### src/rtl/branch_resolver_pkg.sv
// Shared definitions for the branch resolver: opcode encodings, FSM states and
// the offset helper used by the target adder.
package branch_resolver_pkg;

  localparam int unsigned FlushCyclesDefault = 2;

  localparam int unsigned OpW   = 6;
  localparam int unsigned DataW = 32;
  localparam int unsigned ImmW  = 16;

  localparam logic [OpW-1:0] OpBeq  = 6'b000100;
  localparam logic [OpW-1:0] OpBne  = 6'b000101;
  localparam logic [OpW-1:0] OpBgt  = 6'b010000;
  localparam logic [OpW-1:0] OpBgte = 6'b010001;
  localparam logic [OpW-1:0] OpBle  = 6'b010010;
  localparam logic [OpW-1:0] OpBleu = 6'b010011;
  localparam logic [OpW-1:0] OpBgtu = 6'b010100;

  typedef enum logic [1:0] {
    StIdle,
    StEval,
    StResp,
    StFlush
  } state_e;

  // Word offset: sign-extend then scale to bytes.
  function automatic logic [DataW-1:0] branch_offset(input logic [ImmW-1:0] imm);
    return {{(DataW - ImmW - 2){imm[ImmW-1]}}, imm, 2'b00};
  endfunction

endpackage

### src/rtl/branch_resolver_cond.sv
// Combinational branch condition evaluation; flags any non-branch opcode as illegal.
module branch_cond
  import branch_resolver_pkg::*;
(
  input  logic [OpW-1:0]   opcode,
  input  logic [DataW-1:0] a,
  input  logic [DataW-1:0] b,
  output logic             taken,
  output logic             illegal
);

  always_comb begin
    taken   = 1'b0;
    illegal = 1'b0;
    unique case (opcode)
      OpBeq:   taken = (a == b);
      OpBne:   taken = (a != b);
      OpBgt:   taken = ($signed(a) > $signed(b));
      OpBgte:  taken = ($signed(a) >= $signed(b));
      OpBle:   taken = ($signed(a) <= $signed(b));
      OpBleu:  taken = (a <= b);
      OpBgtu:  taken = (a > b);
      default: illegal = 1'b1;
    endcase
  end

endmodule

### src/rtl/branch_resolver.sv
// Branch resolver: accepts one branch request, evaluates it, holds the response
// until consumed and blocks new requests for a flush window after a taken branch.
module branch_resolver
  import branch_resolver_pkg::*;
#(
  parameter int unsigned FLUSH_CYCLES = FlushCyclesDefault
) (
  input  logic              clk,
  input  logic              rst,
  input  logic              in_valid,
  output logic              in_ready,
  input  logic [OpW-1:0]    opcode,
  input  logic [DataW-1:0]  a,
  input  logic [DataW-1:0]  b,
  input  logic [DataW-1:0]  pc,
  input  logic [ImmW-1:0]   imm,
  output logic              out_valid,
  input  logic              out_ready,
  output logic              taken,
  output logic [DataW-1:0]  target,
  output logic              illegal,
  output logic              redirect,
  output logic              flushing
);

  localparam int unsigned CntW = (FLUSH_CYCLES > 1) ? $clog2(FLUSH_CYCLES + 1) : 1;
  localparam logic [CntW-1:0] FlushInit = CntW'(FLUSH_CYCLES);
  localparam logic [CntW-1:0] CntOne    = CntW'(1);

  state_e           state_q;
  logic [OpW-1:0]   opcode_q;
  logic [DataW-1:0] a_q;
  logic [DataW-1:0] b_q;
  logic [DataW-1:0] pc_q;
  logic [ImmW-1:0]  imm_q;
  logic [CntW-1:0]  flush_cnt_q;

  logic             cond_taken;
  logic             cond_illegal;
  logic [DataW-1:0] seq_pc;
  logic [DataW-1:0] jump_pc;

  branch_cond u_cond (
    .opcode  (opcode_q),
    .a       (a_q),
    .b       (b_q),
    .taken   (cond_taken),
    .illegal (cond_illegal)
  );

  assign seq_pc  = pc_q + 32'd4;
  assign jump_pc = seq_pc + branch_offset(imm_q);

  // in_ready is a registered function of state only, never of out_ready.
  always_ff @(posedge clk or posedge rst) begin
    if (rst) begin
      state_q     <= StIdle;
      in_ready    <= 1'b1;
      out_valid   <= 1'b0;
      taken       <= 1'b0;
      target      <= '0;
      illegal     <= 1'b0;
      redirect    <= 1'b0;
      flushing    <= 1'b0;
      flush_cnt_q <= '0;
      opcode_q    <= '0;
      a_q         <= '0;
      b_q         <= '0;
      pc_q        <= '0;
      imm_q       <= '0;
    end else begin
      redirect <= 1'b0;
      unique case (state_q)
        StIdle: begin
          if (in_valid && in_ready) begin
            opcode_q <= opcode;
            a_q      <= a;
            b_q      <= b;
            pc_q     <= pc;
            imm_q    <= imm;
            in_ready <= 1'b0;
            state_q  <= StEval;
          end
        end
        StEval: begin
          taken     <= cond_taken;
          illegal   <= cond_illegal;
          target    <= cond_taken ? jump_pc : seq_pc;
          out_valid <= 1'b1;
          state_q   <= StResp;
        end
        StResp: begin
          if (out_ready) begin
            out_valid <= 1'b0;
            if (taken) begin
              redirect <= 1'b1;
              if (FLUSH_CYCLES == 0) begin
                in_ready <= 1'b1;
                state_q  <= StIdle;
              end else begin
                flushing    <= 1'b1;
                flush_cnt_q <= FlushInit;
                state_q     <= StFlush;
              end
            end else begin
              in_ready <= 1'b1;
              state_q  <= StIdle;
            end
          end
        end
        StFlush: begin
          if (flush_cnt_q <= CntOne) begin
            flush_cnt_q <= '0;
            flushing    <= 1'b0;
            in_ready    <= 1'b1;
            state_q     <= StIdle;
          end else begin
            flush_cnt_q <= flush_cnt_q - CntOne;
          end
        end
        default: begin
          in_ready <= 1'b1;
          state_q  <= StIdle;
        end
      endcase
    end
  end

endmodule

### config.mk
export PLATFORM = sky130hd
export DESIGN_NAME = branch_resolver
export DESIGN_NICKNAME = d
export VERILOG_FILES = /design/src/rtl/branch_resolver_pkg.sv /design/src/rtl/branch_resolver_cond.sv /design/src/rtl/branch_resolver.sv
export SDC_FILE = /design/constraint.sdc
export NUM_CORES = 1
export LEC_CHECK = 0
export ABC_AREA = 1
export BUFFER_PORTS_ARGS = -buffer_cell sky130_fd_sc_hd__buf_2
export CAP_MARGIN = 20
export CORE_ASPECT_RATIO = 0.9
export CORE_UTILIZATION = 25
export CTS_CLUSTER_SIZE = 20
export DETAILED_ROUTE_END_ITERATION = 16
export PLACE_DENSITY = 0.4
export SLEW_MARGIN = 30
export SYNTH_ARGS = -nofsm -noshare
export SYNTH_HDL_FRONTEND = slang
export SYNTH_SLANG_ARGS = --single-unit
### constraint.sdc
create_clock -name clk -period 5.38 [get_ports clk]
set_input_delay 1.076 -clock clk [delete_from_list [all_inputs] [get_ports clk]]
set_output_delay 1.076 -clock clk [all_outputs]
set_load 0.01 [all_outputs]
## After elaboration in Yosys (flattened, before gate mapping)

Cells that the tools add are included.

| storage, ports and cells | value |
|---|---|
| flip-flop bits (word level) | 160 |
| input bits | 122 |
| output and inout port bits | 38 |
| word-level logic and storage cells | 78 |

| cells by class | value |
|---|---|
| $add $sub $neg | 3 |
| magnitude comparators | 6 |
| eq/ne operators | 17 |
| muxes and demuxes | 26 |
| reduce and logical (&&, ||, !) cells | 12 |

Operator list:

| kind | number |
|---|---|
| $gt A32 B32 Y1 | 2 |
| $le A32 B32 Y1 | 2 |
| $add A32 B3 Y32 const B | 1 |
| $add A32 B32 Y32 | 1 |
| $eq A32 B32 Y1 | 1 |
| $ge A32 B32 Y1 | 1 |
| $mux W32 | 1 |
| $ne A32 B32 Y1 | 1 |
| $eq A6 B5 Y1 const B | 5 |
| $mux W2 | 7 |
| $eq A6 B3 Y1 const B | 2 |
| $mux W1 | 12 |
| $ne A2 B2 Y1 const B | 5 |
| $pmux W2 S4 | 1 |
| $pmux W1 S7 | 1 |
| $reduce_or A7 Y1 | 1 |
| $reduce_and A3 Y1 | 2 |
| $reduce_and A5 Y1 | 1 |
| $eq A2 B2 Y1 const B | 2 |
| $pmux W1 S2 | 2 |
| $pmux W2 S2 | 1 |
| $reduce_and A2 Y1 | 2 |
| $reduce_and A4 Y1 | 1 |
| $reduce_bool A2 Y1 | 2 |
| other kinds (7) | 7 |

## Depth between registers and ports, before layout

Gate-level depths: netlist (run 1).

| depth | value |
|---|---|
| word-level depth | 3 |
| depth in mapped cells | 26 |
| gate-level depth less buffers | 26 |

## Hierarchy

From an unflattened synthesis (run 1), not the netlist that was laid out.

| unflattened totals | value |
|---|---|
| cell total of the unflattened synthesis | 1256 |
| area, all modules | 10161.0 µm² |

Modules (own cells, without submodules):

| module | times used | cells an instance | area each (µm²) | seq. area each (µm²) |
|---|---|---|---|---|
| branch_resolver | 1 | 1076 | 9121.2 | 4005.1 |
| branch_cond | 1 | 180 | 1039.7 | 0.0 |

## Least setup slack after synthesis (run 1)

OpenSTA, ideal clock, no wires.

| timing | value |
|---|---|
| path type | register to register |
| start | register pc_q[2] |
| end | register target[30] |
| library setup time | 118 ps |
| arrival time | 3045 ps |
| data required time | 5262 ps |
| slack | 2217 ps |
| stages on the path, launching flop included | 23 |
| buffers on the path | 0 |
| period minus slack after synthesis | 3163 ps |
| path through | dfrtp_1 ha_1 nand2_1 inv_1 nand3_1 nor2_1 nand3_2 nor3_2 nand2_1 nor2_4 nand3_1 xor2_1 inv_1 ha_1 inv_1 nor3_1 nand4_1 o211a_1 nand2_1 xor2_1 nand2_1 nand3_1 nand2_1 |

| between the ends | value |
|---|---|
| cells in the longest elaborated chain, start to end | 3 |

RTL lines:

| what | RTL line | source |
|---|---|---|
| start, declared | branch_resolver.sv:34 | `logic [DataW-1:0] pc_q;` |
| start signal, assigned | branch_resolver.sv:79 | `pc_q <= pc;` |
| $add A32 B3 Y32 (*) | branch_resolver.sv:51 | `assign seq_pc = pc_q + 32'd4;` |
| $add A32 B32 Y32 | branch_resolver.sv:52 | `assign jump_pc = seq_pc + branch_offset(imm_q);` |
| $mux W32 (*) | branch_resolver.sv:88 | `target <= cond_taken ? jump_pc : seq_pc;` |
| end signal, assigned | branch_resolver.sv:88 |  |
| end, declared | branch_resolver.sv:20 | `output logic [DataW-1:0] target,` |

Mark *: on every way between the ends. The rest lies on a longest branch, timed or not.
A chain may end at the register's enable or synchronous reset.

## Final worst setup path (run 1)

| timing | value |
|---|---|
| start | register pc_q[2] |
| end | register target[31] |

Same word-level chain as after synthesis.

==> flow_summary.toml, run 1 <==
[power]
power.net_switching_mw = 3.65
power.share.switching = 0.461
seqPwrFrac = 0.273
cell_internal_pwr_mw = 4.28
comb_power_share = 0.562
max-vdd-ir-drop_uv = 220
power.leakage_nw = 6.12
power.share.clock = 0.165
power_per_cell_area_nw_per_um2 = 674

[synthesis]
cell_taking_the_most_area_after_synthesis = "dfrtp_1"
post_synthesis_average_cell_area_um2 = 8.08
ys_warn_count = 0
yosys.cell_count.top_type = "nand2_1"
yosys.area_share.adder = 0.0816
synth-compound-area-share = 0.0792
syn-instance-count = 1206
yosys_register_bits = 160
synth_edf_count = 0
synth_xor_area_frac = 0.0404
cell_area_after_synthesis_um2 = 9750
share_of_yosys_cell_area_claimed_by_the_top_area_cell_type = 0.408
synth_simple_gate_area_frac = 0.232
share_of_flip_flops_with_an_asynchronous_set_or_reset = 1.00
synth_top_family_by_area = "simple AND/OR/NAND/NOR gates"
synth.area.top_cells = "dfrtp_1 (41%), nand2_1 (10%), ha_1 (8.0%)"
synthDistinctLibCells = 44
dominantRegCellSynth = "dfrtp_1"
synthTopCellsByCount = "nand2_1 (269), inv_1 (163), dfrtp_1 (159), nor2_1 (118), a21oi_1 (98)"
ys_seq_area_frac = 0.411
synth.mux.area_fraction = 0.0751
postSynthNetCount = 1391

[clocking]
post_cts_buffers = 0
clock_sinks = 160
clk_pin_slew_ns = 0.07
post_cts.resized_instances = 0
cts_max_level = 4
clock_tree.buffer_depth = 2
cts_made_buffers = 17
total_of_hold_buffers_inserted_after_clock_tree_synthesis = 0
tritoncts = "yes"
clk_root_buffer_cell = "clkbuf_16"
clk-insertion-delay-late_ns = 0.45

[grt]
grt_antenna_before_repair = 11
grt_overflow = 0
grt_pass1_wl_um = 45300
maximum_number_of_pins_on_one_net_before_global_route_repair = 161
global_route.usage.total = 0.149
first_global_vias = 8237

[floorplan]
effective_utilization_at_floorplan = 0.254
ioPinCount = 160
fp.coreArea_um2 = 38400
number_of_cell_rows = 68
die_area_um2 = 39800
die_width_um = 210
die_h_um = 189

[place]
routabilityCongestion = 0.910
number_of_cells_in_the_design_after_placement = 1863
port-buffer-count = 159
dp.final_hpwl_um = 21500

[worst_setup_path]
timing.rr.start = "pc_q[2]"
crit_end = "target[31]"
crit_required_ns = 5.72
path_common_cell = "nand2_1"
worstPathBufferInverterCount = 3
category_of_the_worst_setup_path_launch_point = "flop"
ff2ff_setup_slack_ns = 1.51
timing.critical_path.arrival_ns = 4.21
critPathSlowestCell = "ha_1"
cp_max_fo = 7
worstRegToRegCells = 24
critical_setup_path_kind = "flop to flop"
path_delay_family = "simple AND/OR/NAND/NOR gates"
setup.worst_path.start = "pc_q[2]"
timing.critical_path.slowest_cell_delay_ns = 0.40
timing.critical_path.cells = "ha_1 -> nand2_1 -> inv_1 -> nand3_1 -> nor2_1 -> nand3_2 -> nor3_2 -> nand2_1 -> nor2_4 -> inv_1 -> nand2_1 -> inv_1 -> ha_1 -> nand2_1 -> nor4_1 -> nand3b_1 -> nand3_1 -> nand3_1 -> nand4_1 -> nand2_1 -> nand2_1 -> nand2_1 -> nand2_1 -> nand2_1"
worst_r2r_endpoint = "target[31]"
worstSetupPathDepth = 24
endpoint_class_of_the_critical_path = "flop"

[sta]
fin_setup_tns_ns = 0
worstMarginPinSlew_ns = 0.835
fin_skew_ns = 0.0133
fin_worst_hold_slack_ns = 0.473
rsz0062_at_grt = "no"
min_period_ns = 3.87
slew_viol_final = 0
max_freq_ghz = 0.258
finalHoldViolations = 0
max_slew_margin = 0.444
post_route_fraction_of_the_period_consumed_by_the_critical_path = 0.720
report.final.setup_viol = 0

[drt]
remaining_drc_errors = 0
drt_pass1_iterations = 5
wire_per_inst_um = 14.8
met1_length_um = 13800
top_signal_layer_used = "met5"
route.met3.wl_um = 1590
route.vias.total = 8327
wl_met2_um = 12200
post_drt_via_cell_ratio = 4.39
drt_iter0_drc = 503
ant_nets = 0
drt_wl_total_um = 28200

[flow_run]
number_of_maximum_capacitance_constraint_violations = 0

[min_path]
hold_path.class = "flop to flop"
worst_hold_path.num_cells = 2

[layout]
layout-area-overhead-vs-synth_pct = 20.8
n_fill_cell = 4217
area.sequential_um2 = 4010
finalCoreUtilization = 0.307
multiInputGateArea_um2 = 4970
finish.net_count = 1543
fin_cells = 1898
layout-drive-gt1-share = 0.206

[status]
outcome = "finished clean"
[placed cells by master, fill, tap and decap left out, types with 2 or more instances in the layout]
master,instances
a21o_1,3
a21oi_1,98
buf_2,159
buf_4,6
bufinv_16,3
clkbuf_16,17
clkbuf_8,3
clkinv_4,2
dfrtp_1,159
diode_2,3
ha_1,62
inv_1,162
inv_6,4
mux2_2,65
nand2_1,269
nand2_2,2
nand3_1,89
nand3_2,2
nand3b_1,5
nand4_1,15
nor2_1,117
nor2_2,4
nor2_4,3
nor3_1,16
nor3_2,2
nor4_1,5
o21a_1,3
o21ai_0,21
o21ai_1,2
o21bai_1,6
xnor2_1,10
xor2_1,35
[worst register-to-register path: stages, from the launching register on]
cell and delay (ns):
dfrtp_1 0.38, ha_1 0.18, nand2_1 0.07, inv_1 0.08, nand3_1 0.08, nor2_1 0.29
nand3_2 0.16, nor3_2 0.16, nand2_1 0.14, nor2_4 0.18, inv_1 0.06, nand2_1 0.09
inv_1 0.05, ha_1 0.40, nand2_1 0.17, nor4_1 0.39, nand3b_1 0.12, nand3_1 0.23
nand3_1 0.14, nand4_1 0.11, nand2_1 0.05, nand2_1 0.06, nand2_1 0.06, nand2_1 0.05
nand2_1 0.05
[flip-flops by register name, summed over array words and instances, names as in the netlist]
register,flops
a_q,32
b_q,32
flush_cnt_q,2
flushing,1
illegal,1
imm_q,16
in_ready,1
opcode_q,6
out_valid,1
pc_q,32
redirect,1
state_q,2
taken,1
target,32
[power groups by stage]
stage          logic, mW  clock network [mW]  registers, mW
6_report            4.46                1.31           2.17
5_1_grt             5.09                1.40           2.25
4_1_cts             4.49                1.37           2.18
3_5_place_dp        4.47                   0           2.19
3_3_place_gp        4.49                   0           2.19
2_1_floorplan       3.30                   0           2.13
[layer usage]
metal | vias up | track usage
li1 | 4213 | -
met2 | 146 | 0.224
met3 | 38 | 0.0459
met5 | - | 0
met1 | 3918 | 0.200
met4 | 12 | 0.0494
[cells by family after synthesis]
| logic type | after synthesis |
|---|---|
| and+or+nand+nor | 532 |
| buffers and inverters | 199 |
| DFF | 160 |
| AOI/OAI and AO/OA | 142 |
| muxes | 65 |
| adders and majority gates | 63 |
| xor gates and xnor gates | 45 |
[stage by stage]
step | total power, mW | setup slack, ns | cell area, um^2
after global placement | 6.68 | 1.57 | 11100
after CTS | 8.03 | 1.49 | 11700
after global routing | 8.74 | 1.09 | 11800
after detailed placement | 6.66 | 1.51 | 11100
after floorplan | 5.43 | 2.22 | 9750
final | 7.93 | 1.51 | 11800
[how the worst min path moves through the flow]
stage,slack [ns],start,to
2_1_floorplan,0.44,pc_q[0],target[0]
3_3_place_gp,0.45,target[0],target[0]
3_5_place_dp,0.46,pc_q[1],target[1]
4_1_cts,0.48,pc_q[1],target[1]
5_1_grt,0.50,pc_q[1],target[1]
6_report,0.47,pc_q[1],target[1]
[final cells by class]
type / instances / area share
Multi-Input combinational cell: 847 / 0.422
Sequential cell: 160 / 0.340
Timing Repair Buffer: 167 / 0.0755
Tap cell: 525 / 0.0558
Inverter: 165 / 0.0529
Clock buffer: 21 / 0.0400
Clock inverter: 10 / 0.0125
Antenna cell: 3 / 0.000638
Note: power is estimated with default switching activity, not from simulation.
==> run 2, diff against run 1 <==
--- a/config.mk
+++ b/config.mk
@@ -5,7 +5,7 @@
 export SDC_FILE = /design/constraint.sdc
 export NUM_CORES = 1
 export LEC_CHECK = 0
-export ABC_AREA = 1
+export ABC_AREA = 0
 export BUFFER_PORTS_ARGS = -buffer_cell sky130_fd_sc_hd__buf_2
 export CAP_MARGIN = 20
 export CORE_ASPECT_RATIO = 0.9
==> constraint.sdc (replaced) <==
create_clock -name clk -period 3.2 [get_ports clk]
set_input_delay 0.64 -clock clk [delete_from_list [all_inputs] [get_ports clk]]
set_output_delay 0.64 -clock clk [all_outputs]
set_load 0.01 [all_outputs]
==> flow_summary.toml, run 2 <==
[status]
outcome = "complete, but fails checks"
failed_checks = "setup timing"

[clocking]
clock_sinks = 160
cts_max_level = 4
clk_pin_slew_ns = 0.07
clk_root_buffer_cell = "clkbuf_16"
cts_made_buffers = 17
clock_tree.buffer_depth = 2
tritoncts = "yes"
total_of_hold_buffers_inserted_after_clock_tree_synthesis = 0
clk-insertion-delay-late_ns = 0.44

[power]
comb_power_share = 0.624
cell_internal_pwr_mw = 9.04
power.share.switching = 0.399
power_per_cell_area_nw_per_um2 = 1130
power.leakage_nw = 6.12
power.net_switching_mw = 6.01
power.share.clock = 0.134
max-vdd-ir-drop_uv = 365
seqPwrFrac = 0.242

[worst_setup_path]
category_of_the_worst_setup_path_launch_point = "flop"
crit_required_ns = 3.57
worstRegToRegCells = 15
critical_setup_path_kind = "flop to flop"
timing.critical_path.arrival_ns = 3.77
cp_max_fo = 3
endpoint_class_of_the_critical_path = "flop"

[sta]
finalHoldViolations = 0
max_slew_margin = 0.561
post_route_fraction_of_the_period_consumed_by_the_critical_path = 1.06
fin_worst_hold_slack_ns = 0.123
max_freq_ghz = 0.294
worstMarginPinSlew_ns = 0.657
worst_slack_ns = -0.202
rsz0062_at_grt = "yes"
report.final.setup_viol = 25
fin_setup_tns_ns = -2.10
min_period_ns = 3.40
fin_skew_ns = 0.0134
slew_viol_final = 0

[synthesis]
cell_area_after_synthesis_um2 = 9180
synth.area.top_cells = "dfrtp_1 (43%), mux2_2 (11%), ha_1 (8.5%)"
syn-instance-count = 924
cell_taking_the_most_area_after_synthesis = "dfrtp_1"
yosys.cell_count.top_type = "dfrtp_1"
ys_warn_count = 0
share_of_flip_flops_with_an_asynchronous_set_or_reset = 1.00
synthTopCellsByCount = "dfrtp_1 (159), nand2_1 (120), mux2_2 (86), o21ai_0 (66), ha_1 (62)"
synthDistinctLibCells = 64
yosys_register_bits = 160
ys_seq_area_frac = 0.436
postSynthNetCount = 1109
dominantRegCellSynth = "dfrtp_1"
synth_edf_count = 0
post_synthesis_average_cell_area_um2 = 9.93
share_of_yosys_cell_area_claimed_by_the_top_area_cell_type = 0.434

[grt]
global_route.usage.total = 0.145
maximum_number_of_pins_on_one_net_before_global_route_repair = 82
grt_use_met1 = 0.194
grtUsageMet3 = 0.0353
grt_pass1_wl_um = 42400
grt_antenna_before_repair = 2
grt_overflow = 0
gr-usage-met2 = 0.234
grt.busiest_layer = "met2"
first_global_vias = 7908

[drt]
remaining_drc_errors = 0
drt_wl_total_um = 26500
post_drt_via_cell_ratio = 4.47
ant_nets = 0
wire_per_inst_um = 15.2
drt_iter0_drc = 242
route.vias.total = 7757
drt_pass1_iterations = 4

[layout]
n_fill_cell = 3716
finalCoreUtilization = 0.367
layout-drive-gt1-share = 0.451
layout-area-overhead-vs-synth_pct = 44.8
finish.net_count = 1432
commonest_cells_after_routing_fill_and_taps_aside = "dfrtp_1 (159), buf_2 (159), buf_4 (155)"

[floorplan]
number_of_cell_rows = 66
fp.coreArea_um2 = 36200
die_width_um = 204
die_h_um = 184
ioPinCount = 160
effective_utilization_at_floorplan = 0.254
die_area_um2 = 37500

[min_path]
hold_path.class = "input port to asynchronous set/reset pin"

[place]
dp.final_hpwl_um = 19700
routabilityCongestion = 0.800
port-buffer-count = 159

[flow_run]
number_of_maximum_capacitance_constraint_violations = 0
run 2: cell types whose count changed in the layout (fill, tap and decap cells not counted), moves of 12 or more:
cell and change:
nand2_1 -161, buf_4 +149, inv_1 -116, nor2_1 -70
nand3_1 -65, a21oi_1 -64, o21ai_0 +34, xor2_1 -29
mux2_2 +20, a31oi_1 +19, buf_6 +17, xnor2_1 +17
nor3_1 -15, o21ai_1 +12
run 2: layout make-up:
class / instances / area, um^2 / area share
clock buffer: 21 / 450 / 0.0339
sequential: 160 / 4010 / 0.302
timing repair buffer: 342 / 2370 / 0.178
clock inverter: 11 / 108 / 0.00810
multi-input combinational: 679 / 5580 / 0.420
inverter: 47 / 180 / 0.0136
antenna: 1 / 2.50 / 0.000188
tap: 476 / 596 / 0.0448
run 2: what timing repair did:
item | CTS | global route
cloned | 1 | 1
setup endpoints to repair | 26 | 31
setup buffers | 21 | 16
pin swaps | 60 | 41
gates resized for setup | 82 | 76
run 2: cell families (layout without fill, tap and decap cells):
family                   Yosys count  after routing  synth area share
AO/OA/AOI/OAI                    195            195             0.134
XOR/XNOR                          48             48            0.0458
adder cells (fa/ha/maj)           63             63            0.0867
buffers and inverters             85            421            0.0382
flip-flops                       160            160             0.436
multiplexers                      95             95             0.115
other                              0              1                 0
AND/OR/NAND/NOR                  278            278             0.143
run 2: worst max-delay path, stage by stage (launching register included):
cell	delay [ns]
dfrtp_1	0.35
and4_4	0.25
and4_4	0.25
nand4_1	0.17
buf_4	0.20
xnor2_2	0.13
ha_1	0.30
and2_4	0.14
a22o_4	0.23
o41ai_4	0.25
a211oi_2	0.14
a21oi_2	0.23
o21ai_1	0.11
mux2i_1	0.14
a2111o_1	0.37
o211ai_1	0.09
run 2: power by group through the flow:
stage | registers (mW) | clock network (mW) | logic [mW]
global route | 3.80 | 2.18 | 10.4
CTS | 3.64 | 2.10 | 8.59
floorplan | 3.61 | 0 | 4.48
finish | 3.64 | 2.02 | 9.38
detailed placement | 3.65 | 0 | 7.60
global placement | 3.63 | 0 | 7.57
run 2: metrics by stage:
step / area (um^2) / total power [mW] / setup slack [ns] / std cells
6_report: 13300 / 15.0 / -0.202 / 1737
3_3_place_gp: 11600 / 11.2 / -0.459 / 1666
2_1_floorplan: 9210 / 8.10 / -0.108 / 924
3_5_place_dp: 11600 / 11.2 / -0.537 / 1666
5_1_grt: 13300 / 16.3 / -0.389 / 1736
4_1_cts: 12700 / 14.3 / -0.293 / 1720
run 2: path summary, 6_finish.rpt:
kind / start / endpoint / slack, ns
setup / recovery: pc_q[4] / target[31] / -0.20
hold / removal: rst / b_q[25] / 0.12
setup reg to reg: pc_q[4] / target[31] / -0.20
hold reg to reg: pc_q[1] / target[1] / 0.47
max in group asynchronous: rst / pc_q[19] / 2.35
min in group clk: b[18] / b_q[18] / 0.40
run 2: routing by layer:
metal  vias to the layer above  share of wire
met2                       123           0.46
met4                         2         0.0091
met3                        16          0.041
li1                       3934              -
met5                         -        0.00045
met1                      3682           0.49
==> run 3, diff against run 2 <==
--- a/config.mk
+++ b/config.mk
@@ -5,14 +5,14 @@
 export SDC_FILE = /design/constraint.sdc
 export NUM_CORES = 1
 export LEC_CHECK = 0
-export ABC_AREA = 0
+export ABC_AREA = 1
 export BUFFER_PORTS_ARGS = -buffer_cell sky130_fd_sc_hd__buf_2
 export CAP_MARGIN = 20
 export CORE_ASPECT_RATIO = 0.9
 export CORE_UTILIZATION = 25
 export CTS_CLUSTER_SIZE = 20
 export DETAILED_ROUTE_END_ITERATION = 16
-export PLACE_DENSITY = 0.4
+export PLACE_DENSITY = 0.39
 export SLEW_MARGIN = 30
 export SYNTH_ARGS = -nofsm -noshare
 export SYNTH_HDL_FRONTEND = slang
==> constraint.sdc (replaced) <==
create_clock -name clk -period 3.7 [get_ports clk]
set_input_delay 0.74 -clock clk [delete_from_list [all_inputs] [get_ports clk]]
set_output_delay 0.74 -clock clk [all_outputs]
set_load 0.01 [all_outputs]
==> flow_summary.toml, run 3 (same netlist as run 1, synthesis figures left out) <==
[status]
outcome = "finished clean"

[drt]
drt_pass1_iterations = 5
ant_nets = 0
met1_length_um = 14500
top_signal_layer_used = "met5"
remaining_drc_errors = 0
post_drt_via_cell_ratio = 4.32
route.vias.total = 8277
route.met3.wl_um = 1400
drt_wl_total_um = 28700
drt_iter0_drc = 399
wl_met2_um = 12300
wire_per_inst_um = 15.0

[worst_setup_path]
critPathSlowestCell = "dfrtp_1"
category_of_the_worst_setup_path_launch_point = "flop"
crit_required_ns = 4.03
timing.critical_path.cells = "ha_2 -> nand2_1 -> inv_2 -> nand3_4 -> nor2_4 -> nand3_4 -> nor3_4 -> nand2_2 -> nor2_4 -> nand4_1 -> nand2_2 -> inv_1 -> ha_4 -> nand2_1 -> nor3_2 -> nand4_1 -> o211a_1 -> nand2_1 -> xor2_1 -> nand2_1 -> nand3_1 -> nand2_1"
path_delay_family = "simple AND/OR/NAND/NOR gates"
timing.critical_path.arrival_ns = 3.81
path_common_cell = "nand2_1"
worstSetupPathDepth = 22
worstPathBufferInverterCount = 2
cp_max_fo = 7
critical_setup_path_kind = "flop to flop"
timing.critical_path.slowest_cell_delay_ns = 0.39
endpoint_class_of_the_critical_path = "flop"
worstRegToRegCells = 22

[sta]
min_period_ns = 3.48
max_slew_margin = 0.265
fin_skew_ns = 0.0218
worstMarginPinSlew_ns = 1.10
post_route_fraction_of_the_period_consumed_by_the_critical_path = 0.941
rsz0062_at_grt = "yes"
fin_worst_hold_slack_ns = 0.439
report.final.setup_viol = 0
finalHoldViolations = 0
max_freq_ghz = 0.287
slew_viol_final = 0

[place]
dpl-instance-area_um2 = 11300
routabilityCongestion = 0.889
port-buffer-count = 159
dp.final_hpwl_um = 22000

[layout]
n_fill_cell = 4161
commonest_cells_after_routing_fill_and_taps_aside = "nand2_1 (262), inv_1 (161), dfrtp_1 (159), buf_2 (159), nor2_1 (110)"
layout-drive-gt1-share = 0.254
finalCoreUtilization = 0.318
final_cell_area_excluding_filler_cells_um2 = 12200
layout-area-overhead-vs-synth_pct = 25.4
final_common_cell = "nand2_1"
multiInputGateArea_um2 = 5300
area.sequential_um2 = 4010
finish.net_count = 1561

[clocking]
clock_tree.buffer_depth = 2
clk_pin_slew_ns = 0.08
clock_sinks = 160
cts_max_level = 4
cts_made_buffers = 17
clk_root_buffer_cell = "clkbuf_16"
tritoncts = "yes"
clk-insertion-delay-late_ns = 0.46

[floorplan]
die_area_um2 = 39800
ioPinCount = 160
die_width_um = 210
number_of_cell_rows = 68
effective_utilization_at_floorplan = 0.254
die_h_um = 189
fp.coreArea_um2 = 38400

[power]
max-vdd-ir-drop_uv = 294
power.leakage_nw = 6.24
power_per_cell_area_nw_per_um2 = 979

[grt]
maximum_number_of_pins_on_one_net_before_global_route_repair = 103
first_global_vias = 8194
grt_overflow = 0
grt_antenna_before_repair = 9
grt_pass1_wl_um = 45700
global_route.usage.total = 0.150

[min_path]
hold_path.class = "input port to asynchronous set/reset pin"

[flow_run]
number_of_maximum_capacitance_constraint_violations = 0
[run 3: power breakdown]
| part | total, mW | switching, mW | internal, mW |
|---|---|---|---|
| logic | 7.01 | 4.19 | 2.82 |
| registers | 3.14 | 0.557 | 2.58 |
| clock network | 1.81 | 0.838 | 0.973 |
| total | 12.0 | 5.59 | 6.38 |
[run 3: metal layers]
metal  track usage  vias up
met5             0        -
met4        0.0474       10
met3        0.0443       32
met2         0.221      150
met1         0.208     3826
li1              -     4259
[run 3: final timing paths]
kind,startpoint,slack [ns],endpoint
worst max-delay path,pc_q[2],0.22,target[30]
worst min-delay path,rst,0.44,b_q[27]
worst max register to register,pc_q[2],0.22,target[30]
worst min register to register,target[7],0.47,target[7]
max in group asynchronous,rst,2.52,in_ready
min in group clk,target[7],0.47,target[7]
[run 3: area by class of cell]
class / instances / share of cell area
inverter: 165 / 0.0510
timing repair buffer: 185 / 0.0862
tap: 525 / 0.0538
sequential: 160 / 0.328
multi-input combinational: 847 / 0.433
clock inverter: 13 / 0.0114
antenna: 2 / 0.000410
clock buffer: 19 / 0.0362
[run 3: worst register-to-register path, cell delays in order, from the launching register on]
cell	delay, ns
dfrtp_1	0.39
ha_2	0.19
nand2_1	0.08
inv_2	0.08
nand3_4	0.07
nor2_4	0.15
nand3_4	0.09
nor3_4	0.24
nand2_2	0.10
nor2_4	0.21
nand4_1	0.14
nand2_2	0.12
inv_1	0.08
ha_4	0.30
nand2_1	0.10
nor3_2	0.22
nand4_1	0.14
o211a_1	0.24
nand2_1	0.08
xor2_1	0.14
nand2_1	0.06
nand3_1	0.08
nand2_1	0.06
[run 3: repair_timing]
item,CTS,global route
setup buffers,0,4
endpoints found under the setup margin,2,12
pin swaps,0,19
hold buffers,0,0
gates resized for setup,2,63
[run 3: metrics by stage]
stage	setup slack (ns)	total power [mW]	setup TNS (ns)	std cells
2_1_floorplan	0.537	7.89	0	1206
3_3_place_gp	-0.0420	9.89	-0.0420	1878
3_5_place_dp	-0.0582	9.82	-0.107	1878
4_1_cts	0.0210	11.7	0	1910
5_1_grt	-0.0157	13.2	-0.0459	1914
6_report	0.220	12.0	0	1916
